## config.mk

```make
export PLATFORM = sky130hd
export DESIGN_NAME = sdram_req_queue
export DESIGN_NICKNAME = d
export VERILOG_FILES = /design/src/rtl/sdram_req_queue.sv
export SDC_FILE = /design/constraint.sdc
export NUM_CORES = 1
export LEC_CHECK = 0
export BUFFER_PORTS_ARGS = -buffer_cell sky130_fd_sc_hd__buf_2
export CORE_AREA = 2 2 199 201
export CTS_CLUSTER_SIZE = 8
export DETAILED_ROUTE_END_ITERATION = 16
export DIE_AREA = 0 0 201 203
export GPL_TIMING_DRIVEN = 1
export PLACE_DENSITY_LB_ADDON = 0.1
export RECOVER_POWER = 100
export SKIP_LAST_GASP = 1
export SYNTH_ARGS = -nofsm -noshare
export SYNTH_HDL_FRONTEND = slang
export SYNTH_SLANG_ARGS = --single-unit
```

## constraint.sdc

```tcl
create_clock -name clk -period 4.26 [get_ports clk]
set_input_delay 0.426 -clock clk [delete_from_list [all_inputs] [get_ports clk]]
set_output_delay 0.426 -clock clk [all_outputs]
set_load 0.03 [all_outputs]
```

## src/rtl/sdram_req_queue.sv

```systemverilog
// rtl/sdram_req_queue.sv - command FIFO plus single-outstanding issue FSM in front of one sdram_arb port; optional counters via SDRAM_REQ_QUEUE_STATS_EN
module sdram_req_queue #(
    parameter int ADDR_WIDTH = 32,
    parameter int DATA_WIDTH = 32,
    parameter int TAG_WIDTH  = 4,
    parameter int DEPTH      = 4
) (
    input  logic                  clk,
    input  logic                  rst,
    // client command stream
    input  logic                  cmd_valid,
    output logic                  cmd_ready,
    input  logic                  cmd_we,
    input  logic [ADDR_WIDTH-1:0] cmd_addr,
    input  logic [DATA_WIDTH-1:0] cmd_wdata,
    input  logic [TAG_WIDTH-1:0]  cmd_tag,
    // client response stream
    output logic                  rsp_valid,
    input  logic                  rsp_ready,
    output logic                  rsp_we,
    output logic [DATA_WIDTH-1:0] rsp_rdata,
    output logic [TAG_WIDTH-1:0]  rsp_tag,
    // arbiter port
    output logic [ADDR_WIDTH-1:0] mem_addr,
    output logic [DATA_WIDTH-1:0] mem_write_data,
    output logic                  mem_wr,
    output logic                  mem_rd,
    input  logic                  mem_rdy,
    input  logic                  mem_wvalid,
    input  logic                  mem_rvalid,
`ifdef SDRAM_REQ_QUEUE_STATS_EN
    output logic [31:0]           stat_wr_cnt,
    output logic [31:0]           stat_rd_cnt,
    output logic [15:0]           stat_max_wait,
    input  logic [DATA_WIDTH-1:0] mem_read_data
`else
    input  logic [DATA_WIDTH-1:0] mem_read_data
`endif
);

    localparam int PTR_W = $clog2(DEPTH);
    localparam int CNT_W = PTR_W + 1;
    localparam logic [CNT_W-1:0] FULL_CNT = CNT_W'(DEPTH);

    typedef enum logic [1:0] {
        S_IDLE = 2'd0,
        S_REQ  = 2'd1,
        S_WAIT = 2'd2,
        S_RESP = 2'd3
    } state_t;

    // FIFO storage and bookkeeping
    logic                  fifo_we_q    [DEPTH];
    logic [ADDR_WIDTH-1:0] fifo_addr_q  [DEPTH];
    logic [DATA_WIDTH-1:0] fifo_wdata_q [DEPTH];
    logic [TAG_WIDTH-1:0]  fifo_tag_q   [DEPTH];

    logic [PTR_W-1:0] wr_ptr_q, wr_ptr_d;
    logic [PTR_W-1:0] rd_ptr_q, rd_ptr_d;
    logic [CNT_W-1:0] count_q, count_d;

    logic push;
    logic pop;

    logic                  head_we;
    logic [ADDR_WIDTH-1:0] head_addr;
    logic [DATA_WIDTH-1:0] head_wdata;
    logic [TAG_WIDTH-1:0]  head_tag;

    // FSM state, holding registers and registered outputs
    state_t                state_q;
    logic                  hold_we_q;
    logic [TAG_WIDTH-1:0]  hold_tag_q;
    logic [ADDR_WIDTH-1:0] mem_addr_q;
    logic [DATA_WIDTH-1:0] mem_wdata_q;
    logic                  mem_wr_q;
    logic                  mem_rd_q;
    logic                  rsp_valid_q;
    logic                  rsp_we_q;
    logic [DATA_WIDTH-1:0] rsp_rdata_q;
    logic [TAG_WIDTH-1:0]  rsp_tag_q;

    // cmd_ready depends only on the registered count, never on rsp_ready or mem_*
    assign cmd_ready = (count_q != FULL_CNT);
    assign push      = cmd_valid && cmd_ready;
    assign pop       = (state_q == S_IDLE) && (count_q != '0);

    assign head_we    = fifo_we_q[rd_ptr_q];
    assign head_addr  = fifo_addr_q[rd_ptr_q];
    assign head_wdata = fifo_wdata_q[rd_ptr_q];
    assign head_tag   = fifo_tag_q[rd_ptr_q];

    assign mem_addr       = mem_addr_q;
    assign mem_write_data = mem_wdata_q;
    assign mem_wr         = mem_wr_q;
    assign mem_rd         = mem_rd_q;
    assign rsp_valid      = rsp_valid_q;
    assign rsp_we         = rsp_we_q;
    assign rsp_rdata      = rsp_rdata_q;
    assign rsp_tag        = rsp_tag_q;

    // Next pointers and occupancy; pointers wrap naturally because DEPTH is a power of two
    always_comb begin
        wr_ptr_d = wr_ptr_q;
        rd_ptr_d = rd_ptr_q;
        count_d  = count_q;
        if (push) begin
            wr_ptr_d = wr_ptr_q + PTR_W'(1);
        end
        if (pop) begin
            rd_ptr_d = rd_ptr_q + PTR_W'(1);
        end
        case ({push, pop})
            2'b10:   count_d = count_q + CNT_W'(1);
            2'b01:   count_d = count_q - CNT_W'(1);
            default: count_d = count_q;
        endcase
    end

    // FIFO pointer and occupancy registers
    always_ff @(posedge clk or posedge rst) begin
        if (rst) begin
            wr_ptr_q <= '0;
            rd_ptr_q <= '0;
            count_q  <= '0;
        end else begin
            wr_ptr_q <= wr_ptr_d;
            rd_ptr_q <= rd_ptr_d;
            count_q  <= count_d;
        end
    end

    // FIFO payload storage; contents are don't-care until written, so no reset
    always_ff @(posedge clk) begin
        if (push) begin
            fifo_we_q[wr_ptr_q]    <= cmd_we;
            fifo_addr_q[wr_ptr_q]  <= cmd_addr;
            fifo_wdata_q[wr_ptr_q] <= cmd_wdata;
            fifo_tag_q[wr_ptr_q]   <= cmd_tag;
        end
    end

    // Issue FSM: one command at a time through REQ -> WAIT -> RESP with registered outputs
    always_ff @(posedge clk or posedge rst) begin
        if (rst) begin
            state_q     <= S_IDLE;
            hold_we_q   <= 1'b0;
            hold_tag_q  <= '0;
            mem_addr_q  <= '0;
            mem_wdata_q <= '0;
            mem_wr_q    <= 1'b0;
            mem_rd_q    <= 1'b0;
            rsp_valid_q <= 1'b0;
            rsp_we_q    <= 1'b0;
            rsp_rdata_q <= '0;
            rsp_tag_q   <= '0;
        end else begin
            case (state_q)
                S_IDLE: begin
                    if (pop) begin
                        hold_we_q   <= head_we;
                        hold_tag_q  <= head_tag;
                        mem_addr_q  <= head_addr;
                        mem_wdata_q <= head_we ? head_wdata : '0;
                        mem_wr_q    <= head_we;
                        mem_rd_q    <= !head_we;
                        state_q     <= S_REQ;
                    end
                end
                S_REQ: begin
                    // request held stable until the arbiter samples rdy
                    if (mem_rdy) begin
                        mem_wr_q    <= 1'b0;
                        mem_rd_q    <= 1'b0;
                        mem_wdata_q <= '0;
                        state_q     <= S_WAIT;
                    end
                end
                S_WAIT: begin
                    // only the completion pulse matching the command type counts
                    if (hold_we_q && mem_wvalid) begin
                        rsp_valid_q <= 1'b1;
                        rsp_we_q    <= 1'b1;
                        rsp_tag_q   <= hold_tag_q;
                        rsp_rdata_q <= '0;
                        state_q     <= S_RESP;
                    end else if (!hold_we_q && mem_rvalid) begin
                        rsp_valid_q <= 1'b1;
                        rsp_we_q    <= 1'b0;
                        rsp_tag_q   <= hold_tag_q;
                        rsp_rdata_q <= mem_read_data;
                        state_q     <= S_RESP;
                    end
                end
                S_RESP: begin
                    if (rsp_ready) begin
                        rsp_valid_q <= 1'b0;
                        state_q     <= S_IDLE;
                    end
                end
                default: begin
                    state_q <= S_IDLE;
                end
            endcase
        end
    end

`ifdef SDRAM_REQ_QUEUE_STATS_EN
    logic [15:0] wait_cnt_q;
    logic [15:0] wait_inc;
    logic        wait_done;
    logic [31:0] stat_wr_q;
    logic [31:0] stat_rd_q;
    logic [15:0] stat_max_q;

    assign stat_wr_cnt   = stat_wr_q;
    assign stat_rd_cnt   = stat_rd_q;
    assign stat_max_wait = stat_max_q;

    // Saturating cycle count including the current REQ/WAIT cycle
    always_comb begin
        wait_inc  = (wait_cnt_q == 16'hFFFF) ? 16'hFFFF : wait_cnt_q + 16'd1;
        wait_done = (state_q == S_WAIT) &&
                    ((hold_we_q && mem_wvalid) || (!hold_we_q && mem_rvalid));
    end

    // REQ+WAIT residency per command and accepted-response counters
    always_ff @(posedge clk or posedge rst) begin
        if (rst) begin
            wait_cnt_q <= '0;
            stat_wr_q  <= '0;
            stat_rd_q  <= '0;
            stat_max_q <= '0;
        end else begin
            if (pop) begin
                wait_cnt_q <= '0;
            end else if ((state_q == S_REQ) || (state_q == S_WAIT)) begin
                wait_cnt_q <= wait_inc;
            end
            if (wait_done && (wait_inc > stat_max_q)) begin
                stat_max_q <= wait_inc;
            end
            if (rsp_valid_q && rsp_ready) begin
                if (rsp_we_q) begin
                    stat_wr_q <= stat_wr_q + 32'd1;
                end else begin
                    stat_rd_q <= stat_rd_q + 32'd1;
                end
            end
        end
    end
`endif

endmodule

```

# Word level (Yosys, flattened, before mapping)
# Memories as Yosys holds them, arrays and structs flattened. A register that Yosys moved wholly into a read port is not among the register bits.
# Cells that the tools add are included.
[classes]
muxes = 28
add_sub_neg = 4
eq_ne = 10
reduce_logical = 17
order_cmp = 0
n_bitwise = 0
multipliers = 0
shifts = 0
n_div = 0
[ops]
columns = ["operator", "count"]
rows = [
  ["$mux W32", 5],
  ["$pmux W32 S2", 1],
  ["$mux W1", 10],
  ["$mux W2", 5],
  ["$mux W4", 2],
  ["$pmux W2 S4", 1],
  ["$reduce_bool A2 Y1", 4],
  ["$eq A2 B2 Y1 const B", 3],
  ["$ne A2 B2 Y1 const B", 3],
  ["$ne A3 B3 Y1 const B", 2],
  ["$pmux W1 S2", 3],
  ["$pmux W3 S2", 1],
  ["$reduce_and A3 Y1", 2],
  ["$add A2 B1 Y2 const B", 2],
  ["$eq A2 B1 Y1 const B", 2],
  ["$logic_and A1 B1 Y1", 4],
  ["$reduce_and A2 Y1", 2],
  ["$reduce_and A4 Y1", 1],
  ["$add A3 B1 Y3 const B", 1],
  ["$reduce_bool A3 Y1", 1],
  ["$sub A3 B1 Y3 const B", 1],
  ["$logic_not A1 Y1", 2],
  ["$logic_not A2 Y1", 1],
]
[totals]
input_bits = 108
mem_count = 4
latchBits = 0
mem_bits_rw = 276
word_cells = 75
romBits = 0
register_bits = 82
[mem_list]
columns = ["name", "words", "width", "rd", "rd_ports_with_merged_regs", "wr", "line_no", "text"]
rows = [
  ["fifo_addr_q", 4, 32, 1, 1, 1, "54", "logic [ADDR_WIDTH-1:0] fifo_addr_q [DEPTH];"],
  ["fifo_wdata_q", 4, 32, 1, 0, 1, "55", "logic [DATA_WIDTH-1:0] fifo_wdata_q [DEPTH];"],
  ["fifo_tag_q", 4, 4, 1, 1, 1, "56", "logic [TAG_WIDTH-1:0] fifo_tag_q [DEPTH];"],
  ["fifo_we_q", 4, 1, 1, 0, 1, "53", "logic fifo_we_q [DEPTH];"],
]

# Longest topological paths before layout
[logic_depth]
ltp_word = 5
mapped_depth = 11

# Worst setup path before layout
# Ideal clock, no wire load.
[synth_timing]
path_type = "register -> register"
startpoint = "register count_q[2]"
endpoint = "memory fifo_addr_q[0][0] (enable)"
t_arrival_ns = 2.438
setup_slack_ns = 1.387
period_less_slack_ns = 2.873
path_buffers = 0
setup_time_ns = 0.435
path_stages_with_launch = 3
path_cell_list = "dfrtp_1 -> or3b_4 -> and3_1"
[synth_via]
elab_chain_cells = 4
[synth_lines]
columns = ["element", "line_no", "text"]
rows = [
  ["from (decl)", "60", "logic [CNT_W-1:0] count_q, count_d;"],
  ["from (signal assigned)", "129", "count_q <= count_d;"],
  ["$ne A3 B3 Y1", "84", "assign cmd_ready = (count_q != FULL_CNT);"],
  ["via cmd_ready", "12", "output logic cmd_ready,"],
  ["$logic_and A1 B1 Y1", "85", "assign push = cmd_valid && cmd_ready;"],
  ["$mux W1", "135", "if (push) begin"],
  ["$mux W1 (implied by the code)", "137", "fifo_addr_q[wr_ptr_q] <= cmd_addr;"],
  ["to (decl)", "54", ""],
]
# The timed path passes the listed nets, and every way through them passes these cells.

# Final worst setup path
[layout_timing]
startpoint = "register count_q[2]"
endpoint = "memory fifo_wdata_q[1][7] (enable)"
[layout_via]
elab_chain_cells = 4
[layout_lines]
columns = ["element", "line_no", "text"]
rows = [
  ["$ne A3 B3 Y1", "84", ""],
  ["$logic_and A1 B1 Y1", "85", ""],
  ["$mux W1", "135", ""],
  ["$mux W1 (implied by the code)", "138", "fifo_wdata_q[wr_ptr_q] <= cmd_wdata;"],
  ["to (decl)", "55", ""],
]
# No other way between the ends.

==> out/metrics.yaml <==
clock_network:
  htree_levels: 2
  clk_latency_ns: 0.57
  post_cts_buffers: 0
  cts_repair_resize_count: 0
  cts_sinks: 394
  cts_tree: "yes"
  cts_made_buffers: 55
  cts.clk_slew.worst_paths_ns: 0.05
  ctsHoldBuffers: 1
  clock_path_buffers: 3
  ctsRootBufferMaster: "clkbuf_16"
logic_synthesis:
  synthDominantCellAreaShare_pct: 54.0
  ys.flop_type: "edfxtp_1"
  syn_nets: 970
  synth-seq-area-share_pct: 73.2
  syn_avg_cell_area_um2: 18.0
  synth_seq_cells: 394
  synthesis.area_um2: 15400
  synth_enable_flop_cells: 276
  async_flop_share_pct: 29.9
  synthesis.instances: 851
  ys_types: 40
  yosysTopAreaCell: "edfxtp_1"
  synth_area_leaders: "edfxtp_1, dfrtp_1, mux4_2, nand2_1, and4b_1"
  yosys_warnings: 0
placement:
  io_buffers: 212
  place.gp.congestion: 0.727
  dp.cells: 1551
  place_hpwl_um: 19500
run:
  drv_cap: 7
floorplanning:
  die_x_um: 201
  coreArea_um2: 38500
  die_h_um: 203
  initial_core_util_pct: 39.9
  fp-row-count: 72
  num_io_pins: 213
  die-area_um2: 40800
global_route:
  grt_max_degree: 54
  grt_pass1_wl_um: 52200
  gr-total-overflow: 0
  antenna_found_initial: 3
  grt_pass1_vias: 8798
  grt_usage_pct: 16.9
drt:
  drt_iter0_markers: 356
  vias: 8229
  drt_wl_total_um: 33900
  wire_per_inst_um: 20.5
  ant_nets: 0
  drcViolationCount: 0
  vias_per_cell: 4.98
  first_pass_iters: 4
timing:
  worst_slew_pin_slew_ns: 2.53
  fin_crit_ns: 3.32
  hold_viol: 0
  slew_headroom_pct: -69.7
  tns_ns: 0
  fmax_mhz: 301
  slew_violations: 291
  finClkSkew_ns: 0.0147
  grt_setup_unrepaired: "false"
  fin_crit_sh_pct: 78.0
  setup_violations: 0
power:
  power_frac_comb_pct: 31.0
  total_power_uw: 14200
  power.share.switching_pct: 34.8
  p_sw_uw: 4930
  clock_power_share_pct: 28.3
  ir_drop_mv: 0.293
  power_density_nw_per_um2: 780
  p_int_uw: 9240
  power_leakage_uw: 0.00704
  p_seq_share_pct: 40.7
critical_path:
  start_kind: "flip-flop"
  cp.arrival_ns: 3.47
  path_class: "flip-flop to flip-flop"
  worstPathCellList: "or3b_1, and3_1, clkbuf_1"
  worstPathMaxFanout: 28
  cp_slowest_stage_delay_ns: 1.58
  crit_path_top_delay_cell: "clkbuf_1"
  rr_worst_depth: 3
  r2r_start: "count_q[2]$_DFFE_PP0P_"
  cp_data_required_time_ns: 4.41
  r2r_slack_ns: 0.94
  cp-end-kind: "flip-flop"
  reg2reg_to: "fifo_wdata_q[1][7]$_DFFE_PP_"
cells_and_area:
  most-common-layout-cells: "edfxtp_1, clkbuf_1, dfrtp_1"
  layoutNonFillerInstCount: 1654
  n_antenna_cell: 0
  n_fill_cell: 3434
  area_growth_pct: 18.4
  final_common_cell: "edfxtp_1"
  nNetsFinal: 1210
  drive_gt1_share_pct: 18.0
outcome:
  status: "finished, violations left"
  violations: "capacitance limit, slew limit"
worst_hold_path:
  min_path_cells: 1
  min_from: "cmd_tag[0]"
  hp-class: "input port to flip-flop"
  holdPathEnd: "fifo_tag_q[1][0]$_DFFE_PP_"
==> metal layers <==
layer / vias up / wire, µm / track usage, %
met2: 207 / 16600 / 28.6
met3: 58 / 1910 / 4.19
met4: 6 / 838 / 6.16
met1: 4228 / 14500 / 21.0
met5: - / 46 / 0
li1: 3730 / - / -
==> cells by family after synthesis <==
kind of cell             Yosys count  synth area share [%]
buffers and inverters             94                  3.03
flip-flops                       394                  73.2
adder cells (fa/ha/maj)           11                 0.945
multiplexers                      83                  11.1
AND/OR/NAND/NOR                  156                  5.48
AO/OA/AOI/OAI                    107                  5.88
XOR/XNOR                           6                 0.342
==> power groups by stage <==
stage	clock (µW)	sequential, µW	combinational (µW)
floorplan	0	6380	2890
global placement	0	5820	4780
detailed placement	0	5840	4800
CTS	4140	5770	4810
global route	4280	5900	4790
finish	4010	5760	4390
==> critical path: cells and delay by family, from the launching register on <==
| kind | cells | cell delay (ns) |
|---|---|---|
| buffers and inverters | 1 | 1.58 |
| AND/OR/NAND/NOR | 2 | 0.86 |
| flip-flops | 1 | 0.44 |
==> synth_stat cells, types with 3 or more instances <==
cell	n
xnor2_1	4
mux4_2	68
nor2_1	3
buf_4	8
mux2i_1	4
nand2_1	109
dfrtp_1	118
buf_12	3
o31ai_4	3
a21o_1	32
o21ai_0	34
and3_1	4
ha_1	10
clkbuf_1	18
buf_2	19
o31ai_2	25
inv_1	43
o31ai_1	6
edfxtp_1	276
mux2_2	8
and4b_1	32
==> sequential cells by signal, indices dropped and copies added (netlist names) <==
register and count:
fifo_addr_q 128, fifo_wdata_q 128, mem_addr 32, mem_write_data 32
rsp_rdata 32, fifo_tag_q 16, fifo_we_q 4, hold_tag_q 4
rsp_tag 4, count_q 3, rd_ptr_q 2, state_q 2
wr_ptr_q 2, hold_we_q 1, mem_rd 1, mem_wr 1
rsp_valid 1, rsp_we 1
==> layout make-up <==
type | instances | area, µm² | area share (%)
flip-flops and latches | 394 | 11200 | 61.9
multi-input cells | 363 | 3540 | 19.5
clock buffers | 101 | 1590 | 8.76
repair buffers | 234 | 973 | 5.36
well taps | 518 | 648 | 3.57
inverters | 43 | 163 | 0.895
clock inverters | 1 | 8.76 | 0.0482
==> worst max-delay path by stage <==
stage | from | to | slack, ns | depth (start not counted)
finish | count_q[2]$_DFFE_PP0P_ | fifo_wdata_q[1][7]$_DFFE_PP_ | 0.94 | 3
global route | count_q[2]$_DFFE_PP0P_ | fifo_addr_q[1][11]$_DFFE_PP_ | 0.68 | 3
CTS | state_q[0]$_DFFE_PP0P_ | mem_write_data[23]$_DFFE_PP0P_ | 1.36 | 7
detailed placement | state_q[0]$_DFFE_PP0P_ | mem_write_data[21]$_DFFE_PP0P_ | 1.38 | 7
global placement | state_q[0]$_DFFE_PP0P_ | mem_write_data[21]$_DFFE_PP0P_ | 1.38 | 7
floorplan | rst | count_q[0]$_DFFE_PP0P_ | 0.70 | 1
==> through the flow <==
| stage | area (µm²) | worst slack, ns | utilization, % | hold WS [ns] |
|---|---|---|---|---|
| 3_3_place_gp | 17000 | 1.38 | 44.2 | 0.454 |
| 2_1_floorplan | 15400 | 0.705 | - | 0.442 |
| 5_1_grt | 18200 | 0.677 | 47.2 | 0.0999 |
| 6_report | 18200 | 0.937 | 47.2 | 0.117 |
| 3_5_place_dp | 17000 | 1.38 | 44.2 | 0.460 |
| 4_1_cts | 18600 | 1.36 | 48.3 | 0.0194 |
No activity file was read; power rests on OpenSTA's default activity.
